**config.mk**
```make
export PLATFORM = sky130hd
export DESIGN_NAME = frame_writer
export DESIGN_NICKNAME = d
export VERILOG_FILES = /design/src/rtl/frame_writer_pkg.sv /design/src/rtl/frame_writer_clear_scanner.sv /design/src/rtl/frame_writer.sv
export SDC_FILE = /design/constraint.sdc
export NUM_CORES = 1
export LEC_CHECK = 0
export CELL_PAD_IN_SITES_DETAIL_PLACEMENT = 1
export CELL_PAD_IN_SITES_GLOBAL_PLACEMENT = 1
export CORE_MARGIN = 8
export CORE_UTILIZATION = 35
export CTS_CLUSTER_DIAMETER = 80
export CTS_CLUSTER_SIZE = 24
export DETAILED_ROUTE_END_ITERATION = 16
export GPL_ROUTABILITY_DRIVEN = 0
export GPL_TIMING_DRIVEN = 0
export PLACE_DENSITY = 0.82
export SLEW_MARGIN = 20
export SYNTH_ARGS = -nofsm -noshare
export SYNTH_HDL_FRONTEND = slang
export SYNTH_HIERARCHICAL = 1
export SYNTH_SLANG_ARGS = --single-unit
```
**constraint.sdc**
```tcl
create_clock -name clk -period 2.5 [get_ports clk]
set_input_delay 0.625 -clock clk [delete_from_list [all_inputs] [get_ports clk]]
set_output_delay 0.625 -clock clk [all_outputs]
set_load 0.02 [all_outputs]
```
**src/rtl/frame_writer_pkg.sv**
```systemverilog
// rtl/frame_writer_pkg.sv - shared widths, screen defaults and FSM state type
package frame_writer_pkg;

  localparam int COORD_W = 10;
  localparam int COLOR_W = 3;

  localparam int                 DEF_SCREEN_W = 160;
  localparam int                 DEF_SCREEN_H = 120;
  localparam logic [COLOR_W-1:0] DEF_BG_COLOR = 3'b000;

  typedef enum logic [1:0] {
    ST_IDLE  = 2'd0,
    ST_CLEAR = 2'd1,
    ST_DRAW  = 2'd2
  } state_e;

endpackage

```
**src/rtl/frame_writer_clear_scanner.sv**
```systemverilog
// rtl/frame_writer_clear_scanner.sv - raster counter that sweeps every on-screen pixel
module clear_scanner
  import frame_writer_pkg::*;
#(
  parameter int W = DEF_SCREEN_W,
  parameter int H = DEF_SCREEN_H
) (
  input  logic               clk,
  input  logic               reset_n,
  input  logic               start,
  input  logic               advance,
  output logic [COORD_W-1:0] cx,
  output logic [COORD_W-1:0] cy,
  output logic               last
);

  localparam logic [COORD_W-1:0] X_MAX = COORD_W'(W - 1);
  localparam logic [COORD_W-1:0] Y_MAX = COORD_W'(H - 1);

  logic [COORD_W-1:0] cx_q, cx_d;
  logic [COORD_W-1:0] cy_q, cy_d;

  assign last = (cx_q == X_MAX) && (cy_q == Y_MAX);
  assign cx   = cx_q;
  assign cy   = cy_q;

  // Next raster position: x wraps into y, and the final pixel wraps both back to origin.
  always_comb begin
    cx_d = cx_q;
    cy_d = cy_q;
    if (start) begin
      cx_d = '0;
      cy_d = '0;
    end else if (advance) begin
      if (cx_q == X_MAX) begin
        cx_d = '0;
        cy_d = last ? '0 : cy_q + COORD_W'(1);
      end else begin
        cx_d = cx_q + COORD_W'(1);
      end
    end
  end

  // Counter registers.
  always_ff @(posedge clk or negedge reset_n) begin
    if (!reset_n) begin
      cx_q <= '0;
      cy_q <= '0;
    end else begin
      cx_q <= cx_d;
      cy_q <= cy_d;
    end
  end

endmodule

```
**src/rtl/frame_writer.sv**
```systemverilog
// rtl/frame_writer.sv - clears the screen then forwards clipped draw pixels to the VGA write port
module frame_writer
  import frame_writer_pkg::*;
#(
  parameter int                 SCREEN_W = DEF_SCREEN_W,
  parameter int                 SCREEN_H = DEF_SCREEN_H,
  parameter logic [COLOR_W-1:0] BG_COLOR = DEF_BG_COLOR
) (
  input  logic               clk,
  input  logic               reset_n,
  input  logic               frame_start,
  input  logic [COORD_W-1:0] in_x,
  input  logic [COORD_W-1:0] in_y,
  input  logic [COLOR_W-1:0] in_color,
  input  logic               in_plot,
  input  logic               draw_frame_done,
  output logic               draw_enable,
  output logic [COORD_W-1:0] vga_x,
  output logic [COORD_W-1:0] vga_y,
  output logic [COLOR_W-1:0] vga_color,
  output logic               vga_plot,
  output logic               frame_done,
  output logic [15:0]        clip_count
);

  localparam logic [COORD_W-1:0] X_LIM = COORD_W'(SCREEN_W);
  localparam logic [COORD_W-1:0] Y_LIM = COORD_W'(SCREEN_H);

  state_e state_q, state_d;

  logic [COORD_W-1:0] vga_x_q, vga_x_d;
  logic [COORD_W-1:0] vga_y_q, vga_y_d;
  logic [COLOR_W-1:0] vga_color_q, vga_color_d;
  logic               vga_plot_q, vga_plot_d;
  logic               draw_enable_q, draw_enable_d;
  logic               frame_done_q, frame_done_d;
  logic [15:0]        clip_q, clip_d;

  logic [COORD_W-1:0] cx, cy;
  logic               scan_last;
  logic               scan_start;
  logic               scan_advance;
  logic               on_screen;

  assign scan_start   = (state_q == ST_IDLE) && frame_start;
  assign scan_advance = (state_q == ST_CLEAR);
  assign on_screen    = (in_x < X_LIM) && (in_y < Y_LIM);

  clear_scanner #(
    .W (SCREEN_W),
    .H (SCREEN_H)
  ) u_scanner (
    .clk     (clk),
    .reset_n (reset_n),
    .start   (scan_start),
    .advance (scan_advance),
    .cx      (cx),
    .cy      (cy),
    .last    (scan_last)
  );

  // Next state and next values of every registered output.
  always_comb begin
    state_d      = state_q;
    vga_x_d      = vga_x_q;
    vga_y_d      = vga_y_q;
    vga_color_d  = vga_color_q;
    vga_plot_d   = 1'b0;
    frame_done_d = 1'b0;
    clip_d       = clip_q;
    case (state_q)
      ST_IDLE: begin
        if (frame_start) begin
          state_d = ST_CLEAR;
          clip_d  = '0;
        end
      end
      ST_CLEAR: begin
        vga_x_d     = cx;
        vga_y_d     = cy;
        vga_color_d = BG_COLOR;
        vga_plot_d  = 1'b1;
        if (scan_last) begin
          state_d = ST_DRAW;
        end
      end
      ST_DRAW: begin
        vga_x_d     = in_x;
        vga_y_d     = in_y;
        vga_color_d = in_color;
        vga_plot_d  = in_plot && on_screen;
        if (in_plot && !on_screen && (clip_q != 16'hFFFF)) begin
          clip_d = clip_q + 16'd1;
        end
        // A pixel arriving with the done flag is still handled above.
        if (draw_frame_done) begin
          state_d      = ST_IDLE;
          frame_done_d = 1'b1;
        end
      end
      default: begin
        state_d = ST_IDLE;
      end
    endcase
    draw_enable_d = (state_d == ST_DRAW);
  end

  // FSM state register.
  always_ff @(posedge clk or negedge reset_n) begin
    if (!reset_n) begin
      state_q <= ST_IDLE;
    end else begin
      state_q <= state_d;
    end
  end

  // Output and clip-counter registers.
  always_ff @(posedge clk or negedge reset_n) begin
    if (!reset_n) begin
      vga_x_q       <= '0;
      vga_y_q       <= '0;
      vga_color_q   <= '0;
      vga_plot_q    <= 1'b0;
      draw_enable_q <= 1'b0;
      frame_done_q  <= 1'b0;
      clip_q        <= '0;
    end else begin
      vga_x_q       <= vga_x_d;
      vga_y_q       <= vga_y_d;
      vga_color_q   <= vga_color_d;
      vga_plot_q    <= vga_plot_d;
      draw_enable_q <= draw_enable_d;
      frame_done_q  <= frame_done_d;
      clip_q        <= clip_d;
    end
  end

  assign vga_x       = vga_x_q;
  assign vga_y       = vga_y_q;
  assign vga_color   = vga_color_q;
  assign vga_plot    = vga_plot_q;
  assign draw_enable = draw_enable_q;
  assign frame_done  = frame_done_q;
  assign clip_count  = clip_q;

endmodule

```
==> results by stage, run 1 <==
Run status:
- The run finished with clean final reports.

Clocking:
- The number of H-tree levels is 3.
- The register clock-pin slew on the reported worst setup and hold paths is 0.07 ns.
- The clock drives 64 sinks.
- No sink is reached through more buffers than the 2 on the longest clock path.
- The number of buffers added to fix hold violations after cts is 0.
- The number of clock buffers inserted by TritonCTS is 9.
- The CTS tree is built.
- The CTS root buffer is sky130_fd_sc_hd__clkbuf_8.
- The number of setup buffers added after CTS is 0.
- The later pin in the worst-skew pair is clocked with a latency of 0.34 ns.

Cells and area:
- Once layout is complete, the cells apart from fillers number 572.
- The antenna diode count is 0.
- After routing the design area is 4457 um2.
- The area growth from synthesis to layout is 31.05%.
- The post-layout net count is 469.
- Once layout is complete, the utilization of the core stands at 46.45%.
- In the final layout, the share of cells above drive strength 1 is 8.884%.

Synthesis:
- The share of the synthesized netlist area taken by xor and xnor gates is 3.091%.
- After Yosys synthesis, and, or, nand and nor cells account for 23.58% of the synthesized area.
- sky130_fd_sc_hd__dfrtp_1 is the most common cell in the netlist.
- After synthesis, flip-flops and latches occupy 47.09% of the total area.
- The number of nets in the synthesized netlist is 388.
- The synthesized design devotes to its leading area cell type 47.09% of total area.
- Ranked by total cell area, the synthesized netlist is headed by sky130_fd_sc_hd__dfrtp_1, sky130_fd_sc_hd__mux2i_1, sky130_fd_sc_hd__a21oi_1.
- The synthesized area per cell is 9.634 um2.
- The most instantiated flip-flop cell in the synthesis netlist is sky130_fd_sc_hd__dfrtp_1.
- In the synthesized netlist the async set-or-reset flop fraction comes to 100.0%.
- Multiplexer cells account for 6.181% of the synthesized area.
- The adder-cell share of the synthesized area is 2.575%.
- The Yosys step of the flow raised 6 warnings.
- The number of different library cells in the post-synthesis netlist is 52.
- After synthesis the cells add up to 3401 um2.
- After synthesis, the largest family of logic cells by area is simple AND/OR/NAND/NOR gates.
- The number of enable-type register cells in the synthesized netlist is 0.
- The leading area contributor after synthesis is sky130_fd_sc_hd__dfrtp_1.
- Counting every instance in the synthesized netlist gives 353.
- The flip-flop and latch count after synthesis is 64.
- Counting instances in the post-synthesis netlist gives the leading cell types as sky130_fd_sc_hd__dfrtp_1, sky130_fd_sc_hd__nor2_1, sky130_fd_sc_hd__a21oi_1.
- The area fraction in compound gates after synthesis is 13.21%.

Global routing:
- The via count of the first global-routing pass is 3,243.
- The initial antenna violation count is 0.
- Global routing used 27.95% of the available met2 tracks.
- Global routing used 16.40% of the available tracks.
- The first-pass GRT wire length is 16,870 um.
- The met3 track demand over resource in global routing is 3.534%.
- The global routing stage identified its most utilized layer as met2.
- The total overflow left after global routing is 0.
- The met1 global-route usage is 19.27%.
- The pin count of the biggest net entering global routing is 34.

Pwr:
- Across the VDD grid, the largest voltage drop is 0.0002931 V.
- The total chip power is 3.550 mW.
- For this design the ratio of total power to cell area is 796.6 nW/um2.
- The leakage power figure is 1.774 nW.

Setup path:
- The critical path is of the reg -> reg type.
- For the worst setup path, the data required time is 2.77 ns.
- The largest fanout of any net on the critical path is 6.
- The worst endpoint data arrival time is 2.60 ns.
- The peak per-stage delay on the critical path is 0.52 ns.
- The library cell contributing the largest single delay on the critical path is sky130_fd_sc_hd__or4_1.
- Traced cell by cell, the critical path runs through or4_1, buf_2, or3_1, nor2_1, a21oi_1, nor3_1, nor2b_1.
- STA classifies the critical path endpoint as a register.
- The worst setup path is launched from a register.

Die:
- The die is 114.6 um tall.
- In this run the standard cell core region covers 9594 um2.
- For this configuration, the core starts out at a cell density of 35.45%.
- The width of the die is 114.6 um.
- The number of top-level pins is 70.
- The die covers 13,130 um2.
- In this run the core area contains 36 standard-cell rows.

STA:
- The final worst-path cycle share is 93.18%.
- At the pin with the least slew margin, the transition time is 0.6200 ns.
- The headroom to the max-slew limit is 58.67%.
- Setup repair after global routing left no endpoint under its margin.
- The routed design could run at a clock period as short as 2.330 ns.
- The count of pins over their slew limit is 0.
- The setup skew after layout is 0.007702 ns.
- Based on the critical path, the design can be clocked at up to 429.3 MHz.
- The number of hold violations in the final report came to 0.
- Setup violations remaining at the end of the flow were counted as 0.
- The final worst-path setup slack is 0.1704 ns.

Drt:
- After detailed routing, the total wire length is 10,190 um.
- The count of antenna-violating nets left after detailed routing is 0.
- The first routing iteration left 162 violations.
- The average routed wire per standard cell is 17.82 um.
- After detailed routing, the number of remaining DRC violations is 0.
- The mean number of vias per cell is 5.264.
- Before antenna repair, the detailed router went through 4 iterations.
- The via total after detailed routing is 3,011.

Placement:
- The half-perimeter wire length of the detailed placement result is 7579 um.
- The total placed cells including tap cells is 556.
- The post-placement setup slack is -0.09354 ns.
- The count of port buffers added during placement is 69.
- The cell area reported after detailed placement is 4275 um2.

Run:
- The tool flagged a number of max-cap violations equal to 0.

Hold path:
- The worst hold path belongs to the class in -> async.
[worst paths after layout]
path	cells after the start	from	endpoint	slack, ns
hold / removal	1	reset_n	vga_color[0]	0.22
min in group clk	2	vga_y[0]	vga_y[0]	0.52
max in group asynchronous	2	reset_n	u_scanner/cy[3]	1.76
setup / recovery	7	u_scanner/cx[5]	draw_enable	0.17
setup reg to reg	7	u_scanner/cx[5]	draw_enable	0.17
hold reg to reg	2	vga_y[0]	vga_y[0]	0.52
[timing repair]
action,4_1_cts,5_1_grt
setup endpoints to repair,0,5
hold endpoints to repair,0,0
gates resized for setup,0,2
[layout by cell type, fill, tap and decap left out, drive strengths merged, types with 9 or more instances in the layout]
| master | count |
|---|---|
| o21ai | 20 |
| or3 | 10 |
| nand4 | 9 |
| nand3 | 22 |
| nor3 | 10 |
| a21oi | 36 |
| clkdlybuf4s50 | 68 |
| clkbuf | 20 |
| buf | 10 |
| nand2 | 25 |
| inv | 15 |
| nor2 | 38 |
| mux2i | 21 |
| dfrtp | 64 |
[worst max-delay path: cells and delay by family, from the launching register on]
family	cells	cell delay, ns
simple gates	5	1.57
flops	1	0.43
buf+inv	1	0.16
compound gates	1	0.11
[sequential cells by signal (all words and copies together), names as in the netlist]
signal and cells:
vga_y 10, u_scanner/cx 10, frame_done 1, draw_enable 1, vga_color 3, clip_count 16
state_q 2, vga_x 10, u_scanner/cy 10, vga_plot 1
[metal layers]
layer,up-vias,wire [um]
met5,-,0
met4,0,240
met3,17,450
met2,56,5213
met1,1521,4289
li1,1417,-
[through the flow]
step           hold slack (ns)  TNS [ns]
2_1_floorplan           0.3294         0
3_3_place_gp            0.5001    -87.59
3_5_place_dp            0.5142   -0.1460
4_1_cts                 0.2311         0
5_1_grt                 0.2346         0
6_report                0.2229         0
[cells by family (layout without fill, tap and decap cells)]
logic type | after synthesis | after routing
buf+inv | 31 | 117
mux | 21 | 21
fa+ha+maj | 7 | 7
xor+xnor | 12 | 12
flops | 64 | 64
simple gates | 143 | 143
compound gates | 75 | 75
[area by class of cell]
type | count | area [um2]
Fill cell | 1123 | 5137
Multi-Input combinational cell | 258 | 1654
Sequential cell | 64 | 1602
Timing Repair Buffer | 70 | 708.2
Tap cell | 133 | 166.4
Clock buffer | 12 | 135.1
Buffer | 16 | 90.09
Inverter | 15 | 56.30
Clock inverter | 4 | 45.04
[power by group]
| group | leakage [nW] | internal (mW) | switching, mW |
|---|---|---|---|
| clock network | 0.0941 | 0.457 | 0.400 |
| logic | 0.829 | 0.536 | 0.765 |
| registers | 0.851 | 1.24 | 0.151 |
Note: power is estimated with default switching activity, not from simulation.
==> run 2, diff against run 1 <==
==> constraint.sdc (replaced) <==
create_clock -name clk -period 2.5 [get_ports clk]
set_input_delay 0.25 -clock clk [delete_from_list [all_inputs] [get_ports clk]]
set_output_delay 0.25 -clock clk [all_outputs]
set_load 0.02 [all_outputs]
==> results by stage, run 2 (same netlist as run 1, synthesis figures left out) <==
Drt:
- For this block, the initial DRC count from the detailed router was 150.
- The post-route DRC violation count is 0.
- The final wirelength is 10,200 um.
- In this run the remaining antenna-violating nets after routing total 0.
- The via total after detailed routing is 3,028.
- Dividing the detail-routed via count by the number of cells gives 5.284.
- The iteration count of the initial detailed-routing pass is 4.
- Dividing the detail-routed wire length by the instance count gives 17.79 um.

Pwr:
- The worst-case IR drop observed on VDD is 0.0002931 V.
- The leakage power figure is 1.778 nW.
- The relative contribution of sequential cells to total power is 39.2%.
- The switching component of the power is 1.317 mW.
- The share of total power consumed by net switching is 37.07%.
- The internal cell power is 2.235 mW.
- The part of the total power dissipated in the clock network is 24.2%.
- Power spread over the standard cell area amounts to 795.2 nW/um2.
- The combinational fraction of design power is 36.7%.
- Overall power consumption after layout is estimated at 3.552 mW.

Global routing:
- For this run, the total global-route usage over all layers was measured as 16.43%.
- The remaining global-route overflow is 0.
- The via count of the first global-routing pass is 3,249.
- The initial antenna violation count was 0.
- The first-pass GRT wire length is 16,910 um.
- Entering global routing, the biggest net connects 34 pins.

Run:
- The tool flagged a number of max-cap violations equal to 0.

Setup path:
- Setup slack on the worst reg-to-reg path comes out at 0.17 ns.
- The family with the most delay on the worst path is simple AND/OR/NAND/NOR gates.
- Along the worst path, the maximum fanout reaches 6.
- The worst setup path is of the reg -> reg kind.
- The category of the worst setup path capture point is a register.
- The peak per-stage delay on the critical path is 0.52 ns.
- The signal on the critical path passes through or4_1, buf_2, or3_1, nor2_1, a21oi_1, nor3_1, nor2b_1.
- At the worst endpoint, the arrival time is 2.60 ns.
- The worst path required time is 2.77 ns.
- On the critical path, the stage with the largest delay is an instance of sky130_fd_sc_hd__or4_1.
- In this run the critical register-to-register path is launched from u_scanner/cx[5].
- Together, buffers and inverters on the worst path number 1.
- The launching instance or port of the critical path is u_scanner/cx[5].
- The launching element type of the critical path is a register.

STA:
- Timing would allow up to 429.4 MHz.
- The count of pins over their slew limit is 0.
- The post-layout minimum cycle time is 2.329 ns.
- The final worst-path cycle share is 93.16%.
- Setup violations remaining at the end of the flow were counted as 0.
- The headroom to the max-slew limit is 58.58%.
- Setup repair after global routing left no endpoint under its margin.
- On the final layout, the worst clock skew is 0.007737 ns.
- Setup total negative slack on the finished layout was measured at 0 ns.
- At the pin with the least slew margin, the transition time is 0.6213 ns.
- The worst hold slack across all endpoints is 0.3922 ns.
- The number of hold violations in the final report is 0.

Die:
- The number of top-level pins is 70.
- The initialized floorplan defines 36 standard-cell rows.
- The initial core utilization is 35.45%.
- The core footprint is 9594 um2.
- The width of the die is 114.6 um.
- The die height is 114.6 um.
- The total die area is 13,130 um2.

Cells and area:
- The number of fillers in the final layout is 1,121.
- In the layout the commonest cells are sky130_fd_sc_hd__clkdlybuf4s50_1, sky130_fd_sc_hd__dfrtp_1, sky130_fd_sc_hd__nor2_1.
- The register with the most flip-flops in the layout has 16 of them.
- The library cell used most frequently in the layout, excluding fill and tap cells, is sky130_fd_sc_hd__clkdlybuf4s50_1.
- 0 antenna diodes ended up in the layout.
- The post-layout net count is 470.
- Of the cells placed in the final design, the portion with a size suffix greater than 1 is 8.864%.
- After routing the design area is 4467 um2.
- Relative to the synthesized area, the layout overhead comes to 31.35%.
- The utilization of the core after routing is 46.56%.

Placement:
- The half-perimeter wire length of the detailed placement result is 7579 um.
- The cell area reported after detailed placement is 4275 um2.
- In this run the tool buffered the top-level ports with 69 buffer cells.

Clocking:
- The maximum count of clock buffers along a single path is 2.
- The number of clock buffers inserted by TritonCTS is 9.
- Clock tree synthesis found a total of 64 sinks.
- The register clock-pin slew on the reported worst setup and hold paths is 0.07 ns.
- The tree is rooted in a sky130_fd_sc_hd__clkbuf_8.
- The number of H-tree levels is 3.
- TritonCTS built the clock tree.
- The later-pin clock latency in the skew report is 0.34 ns.
- Post-CTS timing repair inserted 0 buffers for setup.

Hold path:
- In this run the worst hold path is classified as in -> async.

Run status:
- The run finished with clean final reports.
run 2: path summary, 6_finish.rpt:
check | cells past startpoint | to
setup / recovery | 7 | draw_enable
hold / removal | 2 | vga_color[0]
setup reg to reg | 7 | draw_enable
hold reg to reg | 2 | vga_y[0]
max in group asynchronous | 3 | u_scanner/cy[3]
min in group clk | 3 | vga_color[1]
run 2: what timing repair did:
item                                    in CTS  in global routing
gates resized for setup                      0                  2
endpoints found under the setup margin       0                  5
hold buffers                                 1                  0
hold endpoints to repair                    31                  0
run 2: final cells by class:
cell class / instances / area (um2) / share of cell area, %
well taps: 133 / 166.4 / 3.726
plain buffers: 16 / 90.09 / 2.017
clock inverters: 4 / 45.04 / 1.008
clock buffers: 12 / 135.1 / 3.025
repair buffers: 71 / 718.2 / 16.08
flip-flops and latches: 64 / 1602 / 35.85
multi-input cells: 258 / 1654 / 37.03
inverters: 15 / 56.30 / 1.261
run 2: power by group through the flow:
| stage | logic (mW) | clock network, mW | registers (mW) |
|---|---|---|---|
| floorplan | 0.501 | 0 | 1.58 |
| global placement | 1.26 | 0 | 1.40 |
| detailed placement | 1.31 | 0 | 1.41 |
| CTS | 1.32 | 0.882 | 1.39 |
| global route | 1.42 | 0.927 | 1.42 |
| finish | 1.30 | 0.858 | 1.39 |
run 2: worst register-to-register path, cell delays in order, from the launching register on:
cell and delay, ns:
sky130_fd_sc_hd__dfrtp_1 0.43, sky130_fd_sc_hd__or4_1 0.52, sky130_fd_sc_hd__buf_2 0.16, sky130_fd_sc_hd__or3_1 0.44
sky130_fd_sc_hd__nor2_1 0.21, sky130_fd_sc_hd__a21oi_1 0.11, sky130_fd_sc_hd__nor3_1 0.24, sky130_fd_sc_hd__nor2b_1 0.16
run 2: per-stage QoR:
| stage | std cells | setup WS (ns) |
|---|---|---|
| after global routing | 573 | 0.03604 |
| after global placement | 555 | -0.9946 |
| after detailed placement | 556 | 0.07654 |
| final | 573 | 0.1709 |
| after floorplan | 353 | 0.4205 |
| after CTS | 573 | 0.04486 |
run 2: routing by layer:
metal  vias up  track usage [%]  part of all wire, %
met1      1534            19.33                   42
met2        56            27.99                   51
met5         -                0                    0
met3        17            3.534                  4.4
li1       1421                -                    -
met4         0            7.453                  2.4
==> run 3, diff against run 2 <==
--- a/config.mk
+++ b/config.mk
@@ -5,12 +5,12 @@
 export SDC_FILE = /design/constraint.sdc
 export NUM_CORES = 1
 export LEC_CHECK = 0
+export CAP_MARGIN = 20
 export CELL_PAD_IN_SITES_DETAIL_PLACEMENT = 1
 export CELL_PAD_IN_SITES_GLOBAL_PLACEMENT = 1
 export CORE_MARGIN = 8
 export CORE_UTILIZATION = 35
 export CTS_CLUSTER_DIAMETER = 80
-export CTS_CLUSTER_SIZE = 24
 export DETAILED_ROUTE_END_ITERATION = 16
 export GPL_ROUTABILITY_DRIVEN = 0
 export GPL_TIMING_DRIVEN = 0
==> results of run 3 <==
No change in the layout: final DEF, timing and power equal those of run 2.
